===== config.mk =====
export PLATFORM = sky130hd
export DESIGN_NAME = multdiv_ctrl_flat
export DESIGN_NICKNAME = d
export VERILOG_FILES = /design/src/rtl/multdiv_pkg.sv /design/src/rtl/multdiv_ctrl_if.sv /design/src/rtl/md_watchdog.sv /design/src/rtl/multdiv_ctrl.sv /design/src/flat_wrapper.sv
export SDC_FILE = /design/constraint.sdc
export NUM_CORES = 1
export LEC_CHECK = 0
export ABC_AREA = 1
export ABC_CLOCK_PERIOD_IN_PS = 3500
export CAP_MARGIN = 20
export CORE_MARGIN = 10
export CORE_UTILIZATION = 36
export CTS_CLUSTER_DIAMETER = 30
export DETAILED_ROUTE_END_ITERATION = 12
export HOLD_SLACK_MARGIN = 0.05
export PLACE_DENSITY = 0.81
export SLEW_MARGIN = 20
export SYNTH_ARGS = -nofsm -noshare
export SYNTH_HDL_FRONTEND = slang
export SYNTH_SLANG_ARGS = --single-unit
export TNS_END_PERCENT = 30

===== constraint.sdc =====
create_clock -name clock -period 3.5 [get_ports clock]
set_input_delay 0.35 -clock clock [delete_from_list [all_inputs] [get_ports clock]]
set_output_delay 0.35 -clock clock [all_outputs]
set_load 0.03 [all_outputs]

===== src/rtl/multdiv_pkg.sv =====
// multdiv_pkg: shared types and constants for the multdiv sequencing controller
package multdiv_pkg;

    typedef enum logic [1:0] {
        IDLE  = 2'd0,
        START = 2'd1,
        BUSY  = 2'd2,
        DONE  = 2'd3
    } state_t;

    localparam logic OP_MULT = 1'b0;
    localparam logic OP_DIV  = 1'b1;

    localparam int DEFAULT_MAX_CYCLES = 40;

endpackage


===== src/rtl/multdiv_ctrl_if.sv =====
// multdiv_ctrl_if: issue, multdiv-unit and writeback signals of the controller
interface multdiv_ctrl_if #(
    parameter int TAG_W = 5
);
    logic             issue_valid;
    logic             issue_op;
    logic [31:0]      issue_a;
    logic [31:0]      issue_b;
    logic [TAG_W-1:0] issue_rd;
    logic             stall;
    logic [31:0]      md_a;
    logic [31:0]      md_b;
    logic             md_ctrl_mult;
    logic             md_ctrl_div;
    logic [31:0]      md_result;
    logic             md_exception;
    logic             md_rdy;
    logic             wb_valid;
    logic [TAG_W-1:0] wb_rd;
    logic [31:0]      wb_data;
    logic             wb_exception;

    // Execute stage plus multdiv unit side
    modport master (
        output issue_valid, issue_op, issue_a, issue_b, issue_rd,
        output md_result, md_exception, md_rdy,
        input  stall, md_a, md_b, md_ctrl_mult, md_ctrl_div,
        input  wb_valid, wb_rd, wb_data, wb_exception
    );

    // Controller side
    modport slave (
        input  issue_valid, issue_op, issue_a, issue_b, issue_rd,
        input  md_result, md_exception, md_rdy,
        output stall, md_a, md_b, md_ctrl_mult, md_ctrl_div,
        output wb_valid, wb_rd, wb_data, wb_exception
    );

endinterface


===== src/rtl/md_watchdog.sv =====
// md_watchdog: 8-bit clear/enable cycle counter flagging the last allowed busy cycle
module md_watchdog
    import multdiv_pkg::*;
#(
    parameter int MAX_CYCLES = DEFAULT_MAX_CYCLES
) (
    input  logic clock,
    input  logic reset,
    input  logic clr,
    input  logic en,
    output logic tc
);

    logic [7:0] count;

    // Count busy cycles; clear wins over enable
    always_ff @(posedge clock or posedge reset) begin
        if (reset)
            count <= '0;
        else if (clr)
            count <= '0;
        else if (en)
            count <= count + 8'd1;
    end

    assign tc = count == 8'(MAX_CYCLES - 1);

endmodule


===== src/rtl/multdiv_ctrl.sv =====
// multdiv_ctrl: issues one mult/div to the multdiv unit, stalls until done or timeout, then writes back
module multdiv_ctrl
    import multdiv_pkg::*;
#(
    parameter int TAG_W      = 5,
    parameter int MAX_CYCLES = DEFAULT_MAX_CYCLES
) (
    input logic           clock,
    input logic           reset,
    multdiv_ctrl_if.slave bus
);

    state_t           state;
    state_t           next_state;
    logic             accept;
    logic             finish;
    logic             cnt_clr;
    logic             cnt_en;
    logic             tc;
    logic [31:0]      a_q;
    logic [31:0]      b_q;
    logic [TAG_W-1:0] rd_q;
    logic             mult_q;
    logic             div_q;
    logic             wb_valid_q;
    logic [TAG_W-1:0] wb_rd_q;
    logic [31:0]      wb_data_q;
    logic             wb_exc_q;

    md_watchdog #(.MAX_CYCLES(MAX_CYCLES)) u_watchdog (
        .clock (clock),
        .reset (reset),
        .clr   (cnt_clr),
        .en    (cnt_en),
        .tc    (tc)
    );

    // State register
    always_ff @(posedge clock or posedge reset) begin
        if (reset)
            state <= IDLE;
        else
            state <= next_state;
    end

    // Next state: md_rdy is only looked at in BUSY, so stale ready is ignored
    always_comb begin
        next_state = state;
        case (state)
            IDLE:    next_state = bus.issue_valid ? START : IDLE;
            START:   next_state = BUSY;
            BUSY:    next_state = (bus.md_rdy || tc) ? DONE : BUSY;
            default: next_state = IDLE;
        endcase
    end

    // Control decode: acceptance, completion and watchdog control
    always_comb begin
        accept  = state == IDLE && bus.issue_valid;
        finish  = state == BUSY && (bus.md_rdy || tc);
        cnt_clr = state == START;
        cnt_en  = state == BUSY;
    end

    assign bus.stall = accept || state == START || state == BUSY;

    // Operand/tag latch on acceptance; held stable until the next issue
    always_ff @(posedge clock or posedge reset) begin
        if (reset) begin
            a_q  <= '0;
            b_q  <= '0;
            rd_q <= '0;
        end else if (accept) begin
            a_q  <= bus.issue_a;
            b_q  <= bus.issue_b;
            rd_q <= bus.issue_rd;
        end
    end

    // Start pulses: registered from the accepted op so they appear exactly in START
    always_ff @(posedge clock or posedge reset) begin
        if (reset) begin
            mult_q <= 1'b0;
            div_q  <= 1'b0;
        end else begin
            mult_q <= accept && bus.issue_op == OP_MULT;
            div_q  <= accept && bus.issue_op == OP_DIV;
        end
    end

    // Writeback capture; ready beats timeout, and the data/tag hold until the next capture
    always_ff @(posedge clock or posedge reset) begin
        if (reset) begin
            wb_valid_q <= 1'b0;
            wb_rd_q    <= '0;
            wb_data_q  <= '0;
            wb_exc_q   <= 1'b0;
        end else begin
            wb_valid_q <= finish;
            if (finish) begin
                wb_rd_q   <= rd_q;
                wb_data_q <= bus.md_rdy ? bus.md_result : '0;
                wb_exc_q  <= bus.md_rdy ? bus.md_exception : 1'b1;
            end
        end
    end

    assign bus.md_a         = a_q;
    assign bus.md_b         = b_q;
    assign bus.md_ctrl_mult = mult_q;
    assign bus.md_ctrl_div  = div_q;
    assign bus.wb_valid     = wb_valid_q;
    assign bus.wb_rd        = wb_rd_q;
    assign bus.wb_data      = wb_data_q;
    assign bus.wb_exception = wb_exc_q;

endmodule


===== src/flat_wrapper.sv =====
// flat-port wrapper written by rule: the top's interface ports become plain ports
module multdiv_ctrl_flat import multdiv_pkg::*;
#(
    parameter int TAG_W      = 5,
    parameter int MAX_CYCLES = DEFAULT_MAX_CYCLES
)
  (clock, reset, bus_issue_valid, bus_issue_op, bus_issue_a, bus_issue_b, bus_issue_rd, bus_md_result, bus_md_exception, bus_md_rdy, bus_stall, bus_md_a, bus_md_b, bus_md_ctrl_mult, bus_md_ctrl_div, bus_wb_valid, bus_wb_rd, bus_wb_data, bus_wb_exception);
  multdiv_ctrl_if #(.TAG_W(TAG_W)) bus_i ();
  input logic clock;
  input logic reset;
  input wire logic [$bits(bus_i.issue_valid)-1:0] bus_issue_valid;
  input wire logic [$bits(bus_i.issue_op)-1:0] bus_issue_op;
  input wire logic [$bits(bus_i.issue_a)-1:0] bus_issue_a;
  input wire logic [$bits(bus_i.issue_b)-1:0] bus_issue_b;
  input wire logic [$bits(bus_i.issue_rd)-1:0] bus_issue_rd;
  input wire logic [$bits(bus_i.md_result)-1:0] bus_md_result;
  input wire logic [$bits(bus_i.md_exception)-1:0] bus_md_exception;
  input wire logic [$bits(bus_i.md_rdy)-1:0] bus_md_rdy;
  output wire logic [$bits(bus_i.stall)-1:0] bus_stall;
  output wire logic [$bits(bus_i.md_a)-1:0] bus_md_a;
  output wire logic [$bits(bus_i.md_b)-1:0] bus_md_b;
  output wire logic [$bits(bus_i.md_ctrl_mult)-1:0] bus_md_ctrl_mult;
  output wire logic [$bits(bus_i.md_ctrl_div)-1:0] bus_md_ctrl_div;
  output wire logic [$bits(bus_i.wb_valid)-1:0] bus_wb_valid;
  output wire logic [$bits(bus_i.wb_rd)-1:0] bus_wb_rd;
  output wire logic [$bits(bus_i.wb_data)-1:0] bus_wb_data;
  output wire logic [$bits(bus_i.wb_exception)-1:0] bus_wb_exception;
  assign bus_i.issue_valid = bus_issue_valid;
  assign bus_i.issue_op = bus_issue_op;
  assign bus_i.issue_a = bus_issue_a;
  assign bus_i.issue_b = bus_issue_b;
  assign bus_i.issue_rd = bus_issue_rd;
  assign bus_i.md_result = bus_md_result;
  assign bus_i.md_exception = bus_md_exception;
  assign bus_i.md_rdy = bus_md_rdy;
  assign bus_stall = bus_i.stall;
  assign bus_md_a = bus_i.md_a;
  assign bus_md_b = bus_i.md_b;
  assign bus_md_ctrl_mult = bus_i.md_ctrl_mult;
  assign bus_md_ctrl_div = bus_i.md_ctrl_div;
  assign bus_wb_valid = bus_i.wb_valid;
  assign bus_wb_rd = bus_i.wb_rd;
  assign bus_wb_data = bus_i.wb_data;
  assign bus_wb_exception = bus_i.wb_exception;
  multdiv_ctrl #(.TAG_W(TAG_W), .MAX_CYCLES(MAX_CYCLES)) u_core (.clock(clock), .reset(reset), .bus(bus_i));
endmodule

---- Word-level counts from Yosys, hierarchy flattened ----
Cells that the tools add are included.
word-level totals
  latch bits .............................. 0
  memory bits (read-only) ................. 0
  register bits ........................... 120
  output and inout bits ................... 106
  RAM bits ................................ 0
  memories kept ........................... 0
cells by class
  shift operators ......................... 0
  mux-type cells .......................... 7
  multiply operators ...................... 0
  equality and inequality tests ........... 3
  order comparisons ....................... 0
  reduce and logical (&&, ||, !) cells .... 9
  bitwise logic cells ..................... 1
  $add $sub $neg .......................... 1
  divide/modulo/power cells ............... 0
operators with widths
  kind                                                 number
  two-way mux 32 bit                                   1
  two-way mux 8 bit                                    2
  adder 8 x 1 -> 8 bit, second input constant          1
  equality test 8 x 6 -> 1 bit, second input constant  1
  one-hot mux 2 bit (3 select lines)                   1
  logical AND 1 bit                                    4
  logical OR 1 bit                                     3
  two-way mux 1 bit                                    3
  equality test 2 x 1 -> 1 bit, second input constant  1
  equality test 2 bit, second input constant           1
  logical NOT 2 bit                                    1
  nonzero test 2 bit                                   1
  inverter 1 bit                                       1

---- Logic depth before layout (Yosys ltp) ----
Gate-level depths: netlist (run 1).
  depth in word-level cells ............... 4
  mapped depth ............................ 10
  depth with buffers taken out ............ 8

---- By module ----
From an unflattened synthesis (run 1), not the netlist that was laid out.
unflattened totals
  cells, all modules ...................... 546
  area total of the unflattened synthesis .. 4907.2 µm²
by module, submodules not included
  module        sequential area each (µm²)  area an instance (µm²)  times used  cells an instance
  multdiv_ctrl  2802.7                      4456.8                  1           485
  md_watchdog   200.2                       450.4                   1           61

---- Worst setup path after synthesis (run 1) ----
Ideal clock, no wire load.
  kind .................................... flip-flop to output port
  start ................................... register u_core.state[0]
  end ..................................... output port bus_stall
  stages on the path, launching flop included .. 7
  data arrival time ....................... 1.260 ns
  setup slack ............................. 1.890 ns
  path buffers ............................ 2
  data required time ...................... 3.150 ns
  cell sequence ........................... dfrtp_1 -> inv_1 -> ha_1 -> buf_4 -> clkbuf_1 -> nor2_1 -> nand2_1
on the way
  word-level cells in the longest chain between the ends .. 4
ends and longest elaborated chain
  what                    line                RTL
  start, declared         multdiv_ctrl.sv:13  state_t state;
  start signal, assigned  multdiv_ctrl.sv:43  state <= next_state;
  logical NOT 2 bit       multdiv_ctrl.sv:59  accept = state == IDLE && bus.issue_valid;
  logical AND 1 bit       multdiv_ctrl.sv:59
  logical OR 1 bit        multdiv_ctrl.sv:65  assign bus.stall = accept || state == START || state == BUSY;
  logical OR 1 bit *      multdiv_ctrl.sv:65
  end, declared           flat_wrapper.sv:19  output wire logic [$bits(bus_i.stall)-1:0] bus_stall;
Every way passes the cells marked *; elsewhere a longest branch is shown, timed or not.

---- Final worst setup path (run 1) ----
Ends and elaborated chain as after synthesis.

==> results of run 1 <==
worst paths after layout:
check,startpoint,slack (ns),endpoint,depth (start not counted)
max in group asynchronous,reset,2.31,u_core.bus.wb_data[16],3
max,u_core.state[0],1.23,bus_stall,5
min reg2reg,u_core.rd_q[3],0.47,u_core.bus.wb_rd[3],2
min,reset,0.39,u_core.bus.md_a[5],2
max reg2reg,u_core.state[0],1.44,u_core.bus.md_a[18],5
min in group clock,u_core.rd_q[3],0.47,u_core.bus.wb_rd[3],2
synth_stat cells:
cell / number / share of area (%)
clkbuf_1: 8 / 0.62
buf_4: 1 / 0.16
nand2_4: 1 / 0.23
nand2_2: 1 / 0.13
nor3_1: 1 / 0.10
buf_6: 8 / 1.9
nor3b_1: 1 / 0.16
buf_2: 7 / 0.73
ha_1: 5 / 1.3
nand3_1: 77 / 8.0
mux2_2: 69 / 16
nand2_1: 63 / 4.9
o21ai_0: 1 / 0.10
a21oi_1: 6 / 0.62
dfrtp_1: 120 / 62
inv_1: 16 / 1.2
nor2_1: 15 / 1.2
stage by stage:
step,hold slack (ns),cells
final,0.395,804
after global routing,0.432,804
after CTS,0.406,804
after detailed placement,0.456,772
after global placement,0.453,772
after floorplan,0.416,400
registers in the layout, indices dropped and copies added (netlist names):
| signal | cells |
|---|---|
| u_core.bus.wb_data | 32 |
| u_core.bus.md_a | 32 |
| u_core.bus.wb_exception | 1 |
| u_core.bus.md_ctrl_mult | 1 |
| u_core.bus.wb_valid | 1 |
| u_core.bus.wb_rd | 5 |
| u_core.bus.md_ctrl_div | 1 |
| u_core.u_watchdog.count | 8 |
| u_core.state | 2 |
| u_core.rd_q | 5 |
| u_core.bus.md_b | 32 |
layer usage:
layer | vias to the layer above | share of wire, % | track usage (%)
li1 | 1779 | - | -
met1 | 1855 | 35 | 15.3
met2 | 134 | 54 | 27.5
met3 | 21 | 8.6 | 6.45
met4 | 0 | 2.2 | 7.36
met5 | - | 0 | 0
report_power, final:
group | switching (µW) | internal [µW] | total (µW)
clock | 585 | 1270 | 1850
combinational | 2200 | 1710 | 3910
sequential | 366 | 2060 | 2430
layout make-up:
type,count,area [µm²]
clock inverters,7,139
flip-flops and latches,120,3000
well taps,176,220
multi-input cells,240,1590
clock buffers,25,495
inverters,16,63.8
repair buffers,220,2190
fillers,1055,5430
kinds of logic after synthesis:
group / synth area share (%)
mux: 16.2
compound gates: 0.729
flops: 62.5
buf+inv: 4.63
simple gates: 14.7
fa+ha+maj: 1.30
==> metrics.cfg, run 1 <==
[place]
hpwlAfterDp_mm=10.6
pre_cts_slack_ns=1.35
port_buffers=212
dpl_cell_area_um2=7070
globalplace.congestion=0.795

[synth]
syn_nets=512
synthCells=400
yosys_warnings=0
ys_types=17
seq_area_frac_synth_pct=62.5
syn_area_um2=4810
avgSynthCellArea_um2=12.0
yosys_register_bits=120

[worst_setup_path]
cpLargestDelayFamily=buffers and inverters
worstPathMaxFanout=3
arrival_ns=1.92
crit_path_top_delay_cell=clkdlybuf4s50_1
worst_path_largest_cell_delay_ns=0.70
path_cells=inv_1, ha_1, nand2_4, nand2_1, clkdlybuf4s50_1
crit_type=reg2out
crit_path_start_kind=flop
critPathRequiredTime_ns=3.15
endpoint_kind=output pin
worst-path-buf-inv=2

[routing]
routed_wl_mm=14.3
drc=0
dr_total_vias=3789
firstDrtPassIters=4
vias_per_cell=4.71
final_antenna_net_count=0
avgRoutedWirePerCell_um=17.8
drt-initial-drc-count=203

[hold_path]
hold_class=in2async

[global_routing]
globalRouteTotalUtil_pct=15.5
grt_pass1_vias=4182
grt_overflow=0
grt_max_degree=73
antenna_found_initial=0
grt_pass1_wl_mm=22.3

[power_and_ir_drop]
power_uw=8190
p_leak_uw=0.00345
power.density_nw_per_um2=1060
irDropWorstVdd_uv=772

[sta]
setup_viol=0
clock-skew-final_ns=0.00964
tns_ns=0
rsz0062_at_grt=false
max_slew_margin_pct=38.9
worstMarginPinSlew_ns=0.917
period_needed_ns=2.27
fin_crit_sh_pct=64.9
finalHoldViolCount=0
slew_violations=0
fin_ws_ns=1.23
max_freq_mhz=440

[floorplanning]
die_x_um=136
ioPinCount=213
rows=42
dieArea_um2=18400
core-area_um2=13100
initial_core_util_pct=36.6
die_h_um=136

[finish]
final_common_cell=clkdlybuf4s50_1
area_delta_synth_final_pct=60.2
final_cell_mix=212 x clkdlybuf4s50_1, 120 x dfrtp_1, 77 x nand3_1
diodes=0
stdcell_area_um2=7700
nets=727
drive_gt1_share_pct=17.2
fin_util_pct=58.6

[clock_network]
clock-root-buffer=clkbuf_16
insertion_delay_ns=0.41
htree_levels=4
clk_pin_slew_ns=0.05
cts_resized=0
holdBufCountCts=0
cts_buffer_depth=2
cts_tree=done
cts.sinks=120
post_cts_buffers=0
cts-buffers-inserted=17

[outcome]
status=complete, no violations

[job]
drv_cap=0

Note: power is estimated with default switching activity, not from simulation.
==> run 2: changes to the inputs <==
--- a/config.mk
+++ b/config.mk
@@ -6,7 +6,7 @@
 export NUM_CORES = 1
 export LEC_CHECK = 0
 export ABC_AREA = 1
-export ABC_CLOCK_PERIOD_IN_PS = 3500
+export ABC_CLOCK_PERIOD_IN_PS = 2040
 export CAP_MARGIN = 20
 export CORE_MARGIN = 10
 export CORE_UTILIZATION = 36
==> constraint.sdc (replaced) <==
create_clock -name clock -period 2.04 [get_ports clock]
set_input_delay 0.204 -clock clock [delete_from_list [all_inputs] [get_ports clock]]
set_output_delay 0.204 -clock clock [all_outputs]
set_load 0.03 [all_outputs]
==> run 2 against run 1 <==
  * Register-to-register slack worse by 1.2 ns
  * Hold slack worse by 0.20 ns
  * Clock power is 69% higher
  * Total power increased by 72%
  * Combinational power increased by 74%
  * Critical endpoint unchanged
  * Utilization grew 0.49 points
  * First-iteration DRC count is 7.4% higher
  * Die area unchanged
  * Clock skew is 0.0013 ns lower
  * Sequential power rose by 71%
  * Critical path type unchanged
==> metrics.cfg, run 2 (synthesized netlist as in run 1, its figures left out) <==
[outcome]
status=complete, no violations

[routing]
avgRoutedWirePerCell_um=17.3
vias_per_cell=4.72
routed_wl_mm=13.9
drc=0
firstDrtPassIters=4
dr_total_vias=3806
final_antenna_net_count=0
drt-initial-drc-count=218

[global_routing]
antenna_found_initial=0
grt_max_degree=52
grt_overflow=0
globalRouteTotalUtil_pct=15.1
grt_pass1_vias=4121
grt_pass1_wl_mm=22.1

[worst_setup_path]
critPathRequiredTime_ns=1.84
endpoint_kind=output pin
reg2reg_from=u_core.state[0]
reg2reg_depth=8
crit_type=reg2out
cp_common_cell=buf_12
r2r_slack_ns=0.24
worstPathMaxFanout=33
crit_path_start_kind=flop
crit_path_top_delay_cell=dfrtp_1
path_cells=inv_1, ha_1, buf_12, nor2_1, nand2_1, buf_12
r2r-end=u_core.bus.wb_data[12]
worst_path_largest_cell_delay_ns=0.40
arrival_ns=1.70

[clock_network]
insertion_delay_ns=0.40
cts_tree=done
clock-root-buffer=clkbuf_16
cts-buffers-inserted=17
cts_buffer_depth=2
clk_pin_slew_ns=0.05
cts.sinks=120
htree_levels=4

[sta]
worstMarginPinSlew_ns=0.502
max_slew_margin_pct=66.5
period_needed_ns=1.90
tns_ns=0
setup_viol=0
fin_ws_ns=0.138
clock-skew-final_ns=0.00831
slew_violations=0
fin_crit_sh_pct=93.2
rsz0062_at_grt=false
max_freq_mhz=526
finalHoldViolCount=0

[finish]
drive_gt1_share_pct=17.8
nets=729
multi_input_comb_area_um2=1590
nFillCells=1064
area_delta_synth_final_pct=61.5
diodes=0
stdcell_area_um2=7770
final_cell_mix=211 x clkdlybuf4s50_1, 120 x dfrtp_1, 77 x nand3_1
seq_area_um2=3000
final_common_cell=clkdlybuf4s50_1
fin_util_pct=59.1

[place]
pre_cts_slack_ns=0.334
dpl_cell_area_um2=7130
globalplace.congestion=0.798
port_buffers=212
hpwlAfterDp_mm=10.7

[floorplanning]
die_x_um=136
initial_core_util_pct=36.6
dieArea_um2=18400
ioPinCount=213
rows=42
die_h_um=136
core-area_um2=13100

[power_and_ir_drop]
power_uw=14100
p_switching_uw=5400
irDropWorstVdd_uv=786
switching_share_pct=38.3
p_clk_share_pct=22.1
pwr-share-seq_pct=29.5
combPwrFrac_pct=48.3
power.density_nw_per_um2=1810
intPower_uw=8700
p_leak_uw=0.00348

[hold_path]
hold_class=in2async

[job]
drv_cap=0

## run 2: cell count changes in the layout (fill, tap and decap cells not counted), sizes merged
| cell | delta |
|---|---|
| buf | +3 |
| clkbuf | -2 |
| clkinv | +2 |
| clkdlybuf4s50 | -1 |
## run 2: cell type report
| class | instances | area share (%) |
|---|---|---|
| flip-flops and latches | 120 | 38.7 |
| repair buffers | 222 | 29.2 |
| multi-input cells | 240 | 20.4 |
| clock buffers | 23 | 6.15 |
| well taps | 176 | 2.84 |
| clock inverters | 9 | 1.87 |
| inverters | 16 | 0.822 |
## run 2: layer usage
metal	GRT usage, %	part of all wire [%]	up-vias
met5	0	0	-
met4	7.18	2.5	0
met3	6.31	9.2	27
met2	26.2	53	139
met1	15.3	35	1862
li1	-	-	1778
## run 2: worst max path at each step
stage,to,from,cells after the start
detailed placement,u_core.bus.wb_data[29],u_core.state[0],8
global route,bus_stall,u_core.state[0],6
global placement,u_core.state[0],u_core.state[0],9
finish,bus_stall,u_core.state[0],6
CTS,bus_stall,u_core.state[0],6
floorplan,u_core.bus.md_a[0],reset,1
## run 2: stage by stage
stage / std cells / hold slack (ns)
after floorplan: 400 / 0.270
after detailed placement: 774 / 0.457
after global placement: 774 / 0.450
after global routing: 806 / 0.220
after CTS: 806 / 0.187
final: 806 / 0.195
## run 2: critical path, delay by kind of cell (launching register included)
| kind | cells | cell delay [ns] |
|---|---|---|
| flops | 1 | 0.40 |
| simple gates | 2 | 0.17 |
| buf+inv | 3 | 0.45 |
| fa+ha+maj | 1 | 0.27 |
## run 2: what timing repair did
action | CTS | global route
hold buffers | 0 | 0
resized for setup | 1 | 2
buffers inserted | 0 | 0
endpoints found under the hold margin | 0 | 0
setup endpoints to repair | 1 | 1
## run 2: power by group through the flow
stage	logic [µW]	clock network [µW]	registers (µW)
after floorplan	1930	0	6140
after global placement	6700	0	4120
after detailed placement	6850	0	4200
after CTS	6890	3180	4170
after global routing	7240	3300	4300
final	6810	3120	4160
